**src/rtl/hgrn_recurrence_unit_pkg.sv**
```systemverilog
// hgrn_recurrence_unit_pkg: shared signed Q(N-R).R fixed-point types and rounding/saturation helper
package hgrn_recurrence_unit_pkg;

    localparam int FXP_N   = 16;
    localparam int FXP_R   = 6;
    localparam int FXP_ONE = 1 << FXP_R;
    localparam int ACC_W   = 2 * FXP_N + 1;

    typedef logic signed [FXP_N-1:0] fxp_t;
    typedef logic signed [ACC_W-1:0] acc_t;

    localparam acc_t FXP_MAX = acc_t'((1 << (FXP_N - 1)) - 1);
    localparam acc_t FXP_MIN = acc_t'(-(1 << (FXP_N - 1)));

    // Round half up at the R-bit fraction boundary, then clamp to the fxp_t range
    function automatic fxp_t fxp_round_sat(input acc_t acc);
        acc_t r;
        r = (acc + acc_t'(FXP_ONE / 2)) >>> FXP_R;
        return (r > FXP_MAX) ? fxp_t'(FXP_MAX) : (r < FXP_MIN) ? fxp_t'(FXP_MIN) : fxp_t'(r);
    endfunction

endpackage

```
**src/rtl/hgrn_recurrence_unit_state_rf.sv**
```systemverilog
// hgrn_state_rf: D x N hidden-state register file, one combinational read, one write
module hgrn_state_rf #(
    parameter int N    = 16,
    parameter int D    = 64,
    parameter int CH_W = $clog2(D)
) (
    input  logic            clk,
    input  logic            rst_n,
    input  logic [CH_W-1:0] rd_addr,
    output logic [N-1:0]    rd_data,
    input  logic            we,
    input  logic [CH_W-1:0] wr_addr,
    input  logic [N-1:0]    wr_data
);

    logic [N-1:0] mem [D];

    assign rd_data = mem[rd_addr];

    // Whole state clears on reset so a new stream starts from h = 0
    always_ff @(posedge clk or negedge rst_n) begin
        if (!rst_n) begin
            for (int i = 0; i < D; i++) mem[i] <= '0;
        end else if (we) begin
            mem[wr_addr] <= wr_data;
        end
    end

endmodule

```
**src/rtl/sigmoid_unit.sv**
```systemverilog
// sigmoid_unit: hard-sigmoid approximation clamp(x/4 + 0.5, 0, 1) in signed Q(N-R).R
module sigmoid_unit #(
    parameter int N = 16,
    parameter int R = 6
) (
    input  logic signed [N-1:0] x,
    output logic signed [N-1:0] y
);

    localparam logic signed [N:0] ONE_S = (N+1)'(1 << R);

    logic signed [N:0] t;

    // Widen by one bit so the +0.5 offset cannot wrap before clamping
    always_comb begin
        t = ($signed({x[N-1], x}) >>> 2) + (N+1)'(1 << (R - 1));
        y = t[N] ? '0 : (t > ONE_S) ? N'(1 << R) : t[N-1:0];
    end

endmodule

```
**src/rtl/hgrn_recurrence_unit.sv**
```systemverilog
// hgrn_recurrence_unit: channel-major HGRN recurrence h = f*h_prev + (1-f)*c with f = sigmoid(f_pre)
module hgrn_recurrence_unit
    import hgrn_recurrence_unit_pkg::*;
#(
    parameter int N    = FXP_N,
    parameter int R    = FXP_R,
    parameter int D    = 64,
    parameter int CH_W = $clog2(D)
) (
    input  logic            clk,
    input  logic            rst_n,
    input  logic            in_valid,
    output logic            in_ready,
    input  logic [N-1:0]    f_pre,
    input  logic [N-1:0]    c_in,
    input  logic            seq_start,
    output logic            out_valid,
    input  logic            out_ready,
    output logic [N-1:0]    h_out,
    output logic [CH_W-1:0] out_ch,
    output logic            out_last
);

    if (D < 4) begin : g_bad_d
        $error("hgrn_recurrence_unit: D must be at least 4");
    end
    if (N != FXP_N || R != FXP_R) begin : g_bad_fmt
        $error("hgrn_recurrence_unit: N/R must match the shared fixed-point format");
    end

    logic [CH_W-1:0] ch, s1_ch;
    logic            seq, s1_v, adv, accept, use_zero, we;
    fxp_t            fs, h_rd, s1_fs, s1_c, s1_h, om, res;
    acc_t            acc;

    sigmoid_unit #(.N(N), .R(R)) u_sig (
        .x (f_pre),
        .y (fs)
    );

    hgrn_state_rf #(.N(N), .D(D), .CH_W(CH_W)) u_rf (
        .clk     (clk),
        .rst_n   (rst_n),
        .rd_addr (ch),
        .rd_data (h_rd),
        .we      (we),
        .wr_addr (s1_ch),
        .wr_data (res)
    );

    assign adv      = !out_valid || out_ready;
    assign in_ready = adv;
    assign accept   = in_valid && adv;
    assign use_zero = (ch == '0) ? seq_start : seq;
    assign we       = adv && s1_v;
    assign om       = fxp_t'(1 << R) - s1_fs;
    assign acc      = acc_t'(s1_fs) * acc_t'(s1_h) + acc_t'(om) * acc_t'(s1_c);
    assign res      = fxp_round_sat(acc);

    // Channel counter and per-token sequence flag latched on the channel-0 beat
    always_ff @(posedge clk or negedge rst_n) begin
        if (!rst_n) begin
            ch  <= '0;
            seq <= 1'b0;
        end else if (accept) begin
            ch <= (ch == CH_W'(D - 1)) ? '0 : ch + 1'b1;
            if (ch == '0) seq <= seq_start;
        end
    end

    // Stage 1: capture gate, candidate, channel and previous state
    always_ff @(posedge clk or negedge rst_n) begin
        if (!rst_n) begin
            s1_v  <= 1'b0;
            s1_fs <= '0;
            s1_c  <= '0;
            s1_ch <= '0;
            s1_h  <= '0;
        end else if (adv) begin
            s1_v  <= accept;
            s1_fs <= fs;
            s1_c  <= c_in;
            s1_ch <= ch;
            s1_h  <= use_zero ? '0 : h_rd;
        end
    end

    // Stage 2: output register, updated together with the state writeback
    always_ff @(posedge clk or negedge rst_n) begin
        if (!rst_n) begin
            out_valid <= 1'b0;
            h_out     <= '0;
            out_ch    <= '0;
            out_last  <= 1'b0;
        end else if (adv) begin
            out_valid <= s1_v;
            if (s1_v) begin
                h_out    <= res;
                out_ch   <= s1_ch;
                out_last <= (s1_ch == CH_W'(D - 1));
            end
        end
    end

endmodule

```
**config.mk**
```make
export PLATFORM = sky130hd
export DESIGN_NAME = hgrn_recurrence_unit
export DESIGN_NICKNAME = d
export VERILOG_FILES = /design/src/rtl/hgrn_recurrence_unit_pkg.sv /design/src/rtl/hgrn_recurrence_unit_state_rf.sv /design/src/rtl/sigmoid_unit.sv /design/src/rtl/hgrn_recurrence_unit.sv
export SDC_FILE = /design/constraint.sdc
export NUM_CORES = 2
export LEC_CHECK = 0
export ABC_AREA = 1
export CAP_MARGIN = 30
export CORE_MARGIN = 2
export CORE_UTILIZATION = 35
export CTS_BUF_LIST = sky130_fd_sc_hd__clkbuf_8
export DETAILED_ROUTE_END_ITERATION = 8
export HOLD_SLACK_MARGIN = 0.08
export PLACE_DENSITY_LB_ADDON = 0.05
export SLEW_MARGIN = 20
export SYNTH_ARGS = -nofsm -noshare
export SYNTH_HDL_FRONTEND = slang
export SYNTH_SLANG_ARGS = --single-unit
```
**constraint.sdc**
```tcl
create_clock -name clk -period 8.2 [get_ports clk]
set_clock_uncertainty 0.1 [all_clocks]
set_input_delay 2.05 -clock clk [delete_from_list [all_inputs] [get_ports clk]]
set_output_delay 2.05 -clock clk [all_outputs]
set_load 0.02 [all_outputs]
```
==> flow_summary.yaml <==
synthesis:
  async_flop_share_pct: 100.0
  yosysMostFrequentCell: "nand2_1"
  ys_seq_elements: 1108
  ys_top_cells_by_area: "dfrtp_1 (39%), nand2_1 (20%), fa_1 (14%)"
  synth.top_cells.by_count: "nand2_1 (3,825), dfrtp_1 (1,108), inv_1 (874), nor2_1 (786), o21ai_0 (634)"
  synth_top_area_share_pct: 39.41
  synth_cell_types: 43
  yosys.area.top_type: "dfrtp_1"
  synth_nets: 9813
  synth_edf_count: 0
  ys_seq_area_share_pct: 39.41
  synthesis.area_um2: 70360
  yosys_warnings: 0
  synth_ff_type: "dfrtp_1"
  synthCells: 9108
  synth_area_per_cell_um2: 7.725
cts:
  clkTransAtPathRegs_ps: 60
  cts_root_buffer: "clkbuf_8"
  tritoncts: "done"
  cts_sinks: 1108
  cts_buffer_depth: 3
  cts_buffers: 207
  clk_latency_ps: 1020
  htree_levels: 4
worst_hold_path:
  min_path_cells: 2
  worstHoldEndpoint: "u_rf.mem[1000]$_DFFE_PN0P_"
  min_from: "u_rf.mem[1000]$_DFFE_PN0P_"
  hold_path.class: "flop to flop"
timing:
  slew_viol_final: 0
  timing.final.ws_setup_ps: -727.6
  max_freq_ghz: 0.1120
  report.final.hold_viol_count: 0
  relSlewSlack_pct: 31.48
  rsz0062_at_grt: "true"
  finalCritPeriodShare_pct: 108.9
  fin_crit_ps: 8928
  worst_pin_slew_ps: 1028
  finalSetupViolCount: 1040
global_route:
  grt_max_degree: 163
  grt_pass1_wl_mm: 401.1
  grt-ovfl-total: 0
  grt_usage_pct: 26.00
  antenna_found_initial: 5
  grt_pass1_vias: 61230
layout:
  fill_cells: 20560
  final_nets: 10070
  final_core_util_pct: 42.07
  ff_latch_area_um2: 27740
  drive_above_1_share_pct: 13.96
  synthToLayoutAreaGrowth_pct: 19.51
  multi_input_area_um2: 38560
placed_design:
  io_buffers: 59
  dpl_worst_slack_ps: -946.4
  gp_congestion: 0.8855
  dp_hpwl_mm: 176.1
critical_path:
  crit_type: "flop to flop"
  crit_arrival_ps: 9700
  r2r-start: "s1_fs[0]$_DFFE_PN0N_"
  critPathMaxStageDelay_ps: 600
  critical_path.startpoint_type: "flop"
  reg2reg_slack_ps: -730
  r2r_cells: 44
  required_ps: 8970
  crit_slowest_cell: "fa_2"
  rr_endpoint: "u_rf.mem[743]$_DFFE_PN0P_"
  cp-end-kind: "flop"
  cp_common_cell: "fa_1"
  cp_max_fo: 8
pwr:
  vdd_drop_max_v: 0.0004455
  total_leakage_power_uw: 0.04480
  power.density_nw_per_um2: 426.9
drt:
  drt_wl_total_mm: 276.8
  antenna_left: 0
  drt-pass1-iter-count: 6
  vias: 61300
  first_iter_violations: 5189
  wl_per_cell_um: 22.71
  via_per_inst: 5.029
  drc_errors: 0
floorplanning:
  start_util_pct: 35.20
  dieHeight_um: 452.4
  num_rows: 164
  core-area_um2: 199900
  ioPinCount: 62
  die_area_um2: 204600
  dieWidth_um: 452.4
flow_run:
  maxCapViolations: 0
outcome:
  violations: "setup timing"
  status: "complete, but fails checks"
## registers in the layout, summed over array words and instances, names as in the netlist
name       flops
out_ch         6
s1_v           1
s1_h          16
s1_fs         14
seq            1
u_rf.mem    1024
out_last       1
s1_ch          6
out_valid      1
h_out         16
s1_c          16
ch             6
## repair_timing
action	CTS	global route
endpoints found under the hold margin	0	0
buffers inserted	32	19
pin swaps	65	54
cloned	10	35
resized for setup	238	362
hold buffers	0	0
setup endpoints to repair	1040	1040
## worst max path at each step
stage | cells after the start | start | to | slack [ps]
finish | 44 | s1_fs[0]$_DFFE_PN0N_ | u_rf.mem[743]$_DFFE_PN0P_ | -730
global route | 42 | s1_fs[0]$_DFFE_PN0N_ | u_rf.mem[316]$_DFFE_PN0P_ | -1100
CTS | 44 | s1_fs[1]$_DFFE_PN0N_ | u_rf.mem[225]$_DFFE_PN0P_ | -740
detailed placement | 44 | s1_fs[0]$_DFFE_PN0N_ | u_rf.mem[441]$_DFFE_PN0P_ | -950
global placement | 44 | s1_fs[0]$_DFFE_PN0N_ | u_rf.mem[738]$_DFFE_PN0P_ | -1030
floorplan | 46 | s1_fs[2]$_DFFE_PN0N_ | u_rf.mem[654]$_DFFE_PN0P_ | 7
## per-layer routing
layer  track usage, %  routed length [µm]  vias up
met1            36.12              123900    30610
met3            3.147               14080      412
met2            42.05              129300     1773
li1                 -                   -    28500
met4            8.682                9500        0
met5                0                   0        -
## logic make-up (layout without fill, tap and decap cells)
kind of cell / Yosys count / in the layout / synth area share [%]
simple gates: 4827 / 4831 / 26.26
buf+inv: 1487 / 1900 / 8.691
flops: 1108 / 1108 / 39.41
compound gates: 990 / 990 / 8.175
fa+ha+maj: 668 / 668 / 17.12
xor+xnor: 27 / 27 / 0.3361
mux: 1 / 1 / 0.01423
other cells: 0 / 7 / 0
## where the power goes
| group | internal (µW) | leakage [µW] | switching, µW | total, µW |
|---|---|---|---|---|
| registers | 7440 | 0.0148 | 1280 | 8720 |
| logic | 7830 | 0.0275 | 13600 | 21400 |
| clock network | 3080 | 0.00250 | 2660 | 5740 |
| total | 18300 | 0.0448 | 17500 | 35900 |
## through the flow
step                      cells  hold WS [ps]  power (µW)  instance area, µm²   TNS, ps
final                     12190         372.2       35890               84080   -632330
after global routing      12190         386.1       37750               84080  -1036060
after CTS                 12130         374.3       32950               81910   -669210
after detailed placement  11720         359.4       25250               76080   -862780
after global placement    11720         355.9       25230               76070   -931070
after floorplan            9108         331.7       17470               70400         0
## worst max-delay path, delay by kind of cell (launching register included)
| kind | cells | cell delay (ps) |
|---|---|---|
| buf+inv | 11 | 1220 |
| simple gates | 24 | 2670 |
| fa+ha+maj | 9 | 4390 |
| flops | 1 | 440 |
## placed cells by master (no fill, tap or decap), types with 23 or more instances in the layout
master | Yosys | layout
inv_1 | 874 | 902
o211ai_1 | 47 | 47
ha_1 | 177 | 153
nand2_2 | 17 | 247
fa_2 | 0 | 24
o221ai_1 | 105 | 105
dfrtp_1 | 1108 | 1104
nand2_4 | 1 | 66
nand3_1 | 145 | 140
nand4_1 | 23 | 23
buf_4 | 1 | 366
fa_1 | 491 | 467
buf_12 | 0 | 81
inv_2 | 2 | 35
clkdlybuf4s50_1 | 0 | 58
clkbuf_8 | 0 | 266
o21ai_0 | 634 | 630
clkbuf_16 | 0 | 30
nand2_1 | 3825 | 3516
nor2_1 | 786 | 748
o22ai_1 | 138 | 138
clkinv_1 | 72 | 69
clkinv_2 | 0 | 25
nor2_2 | 1 | 23
## final cells by class
class	instances	area share, %
Sequential cell	1108	32.99
Antenna cell	7	0.02083
Tap cell	2656	3.952
Timing Repair Buffer	579	7.740
Inverter	948	4.265
Clock inverter	107	0.8214
Multi-Input combinational cell	6517	45.86
Clock buffer	266	4.354
Power figures use the tool's default switching activity.
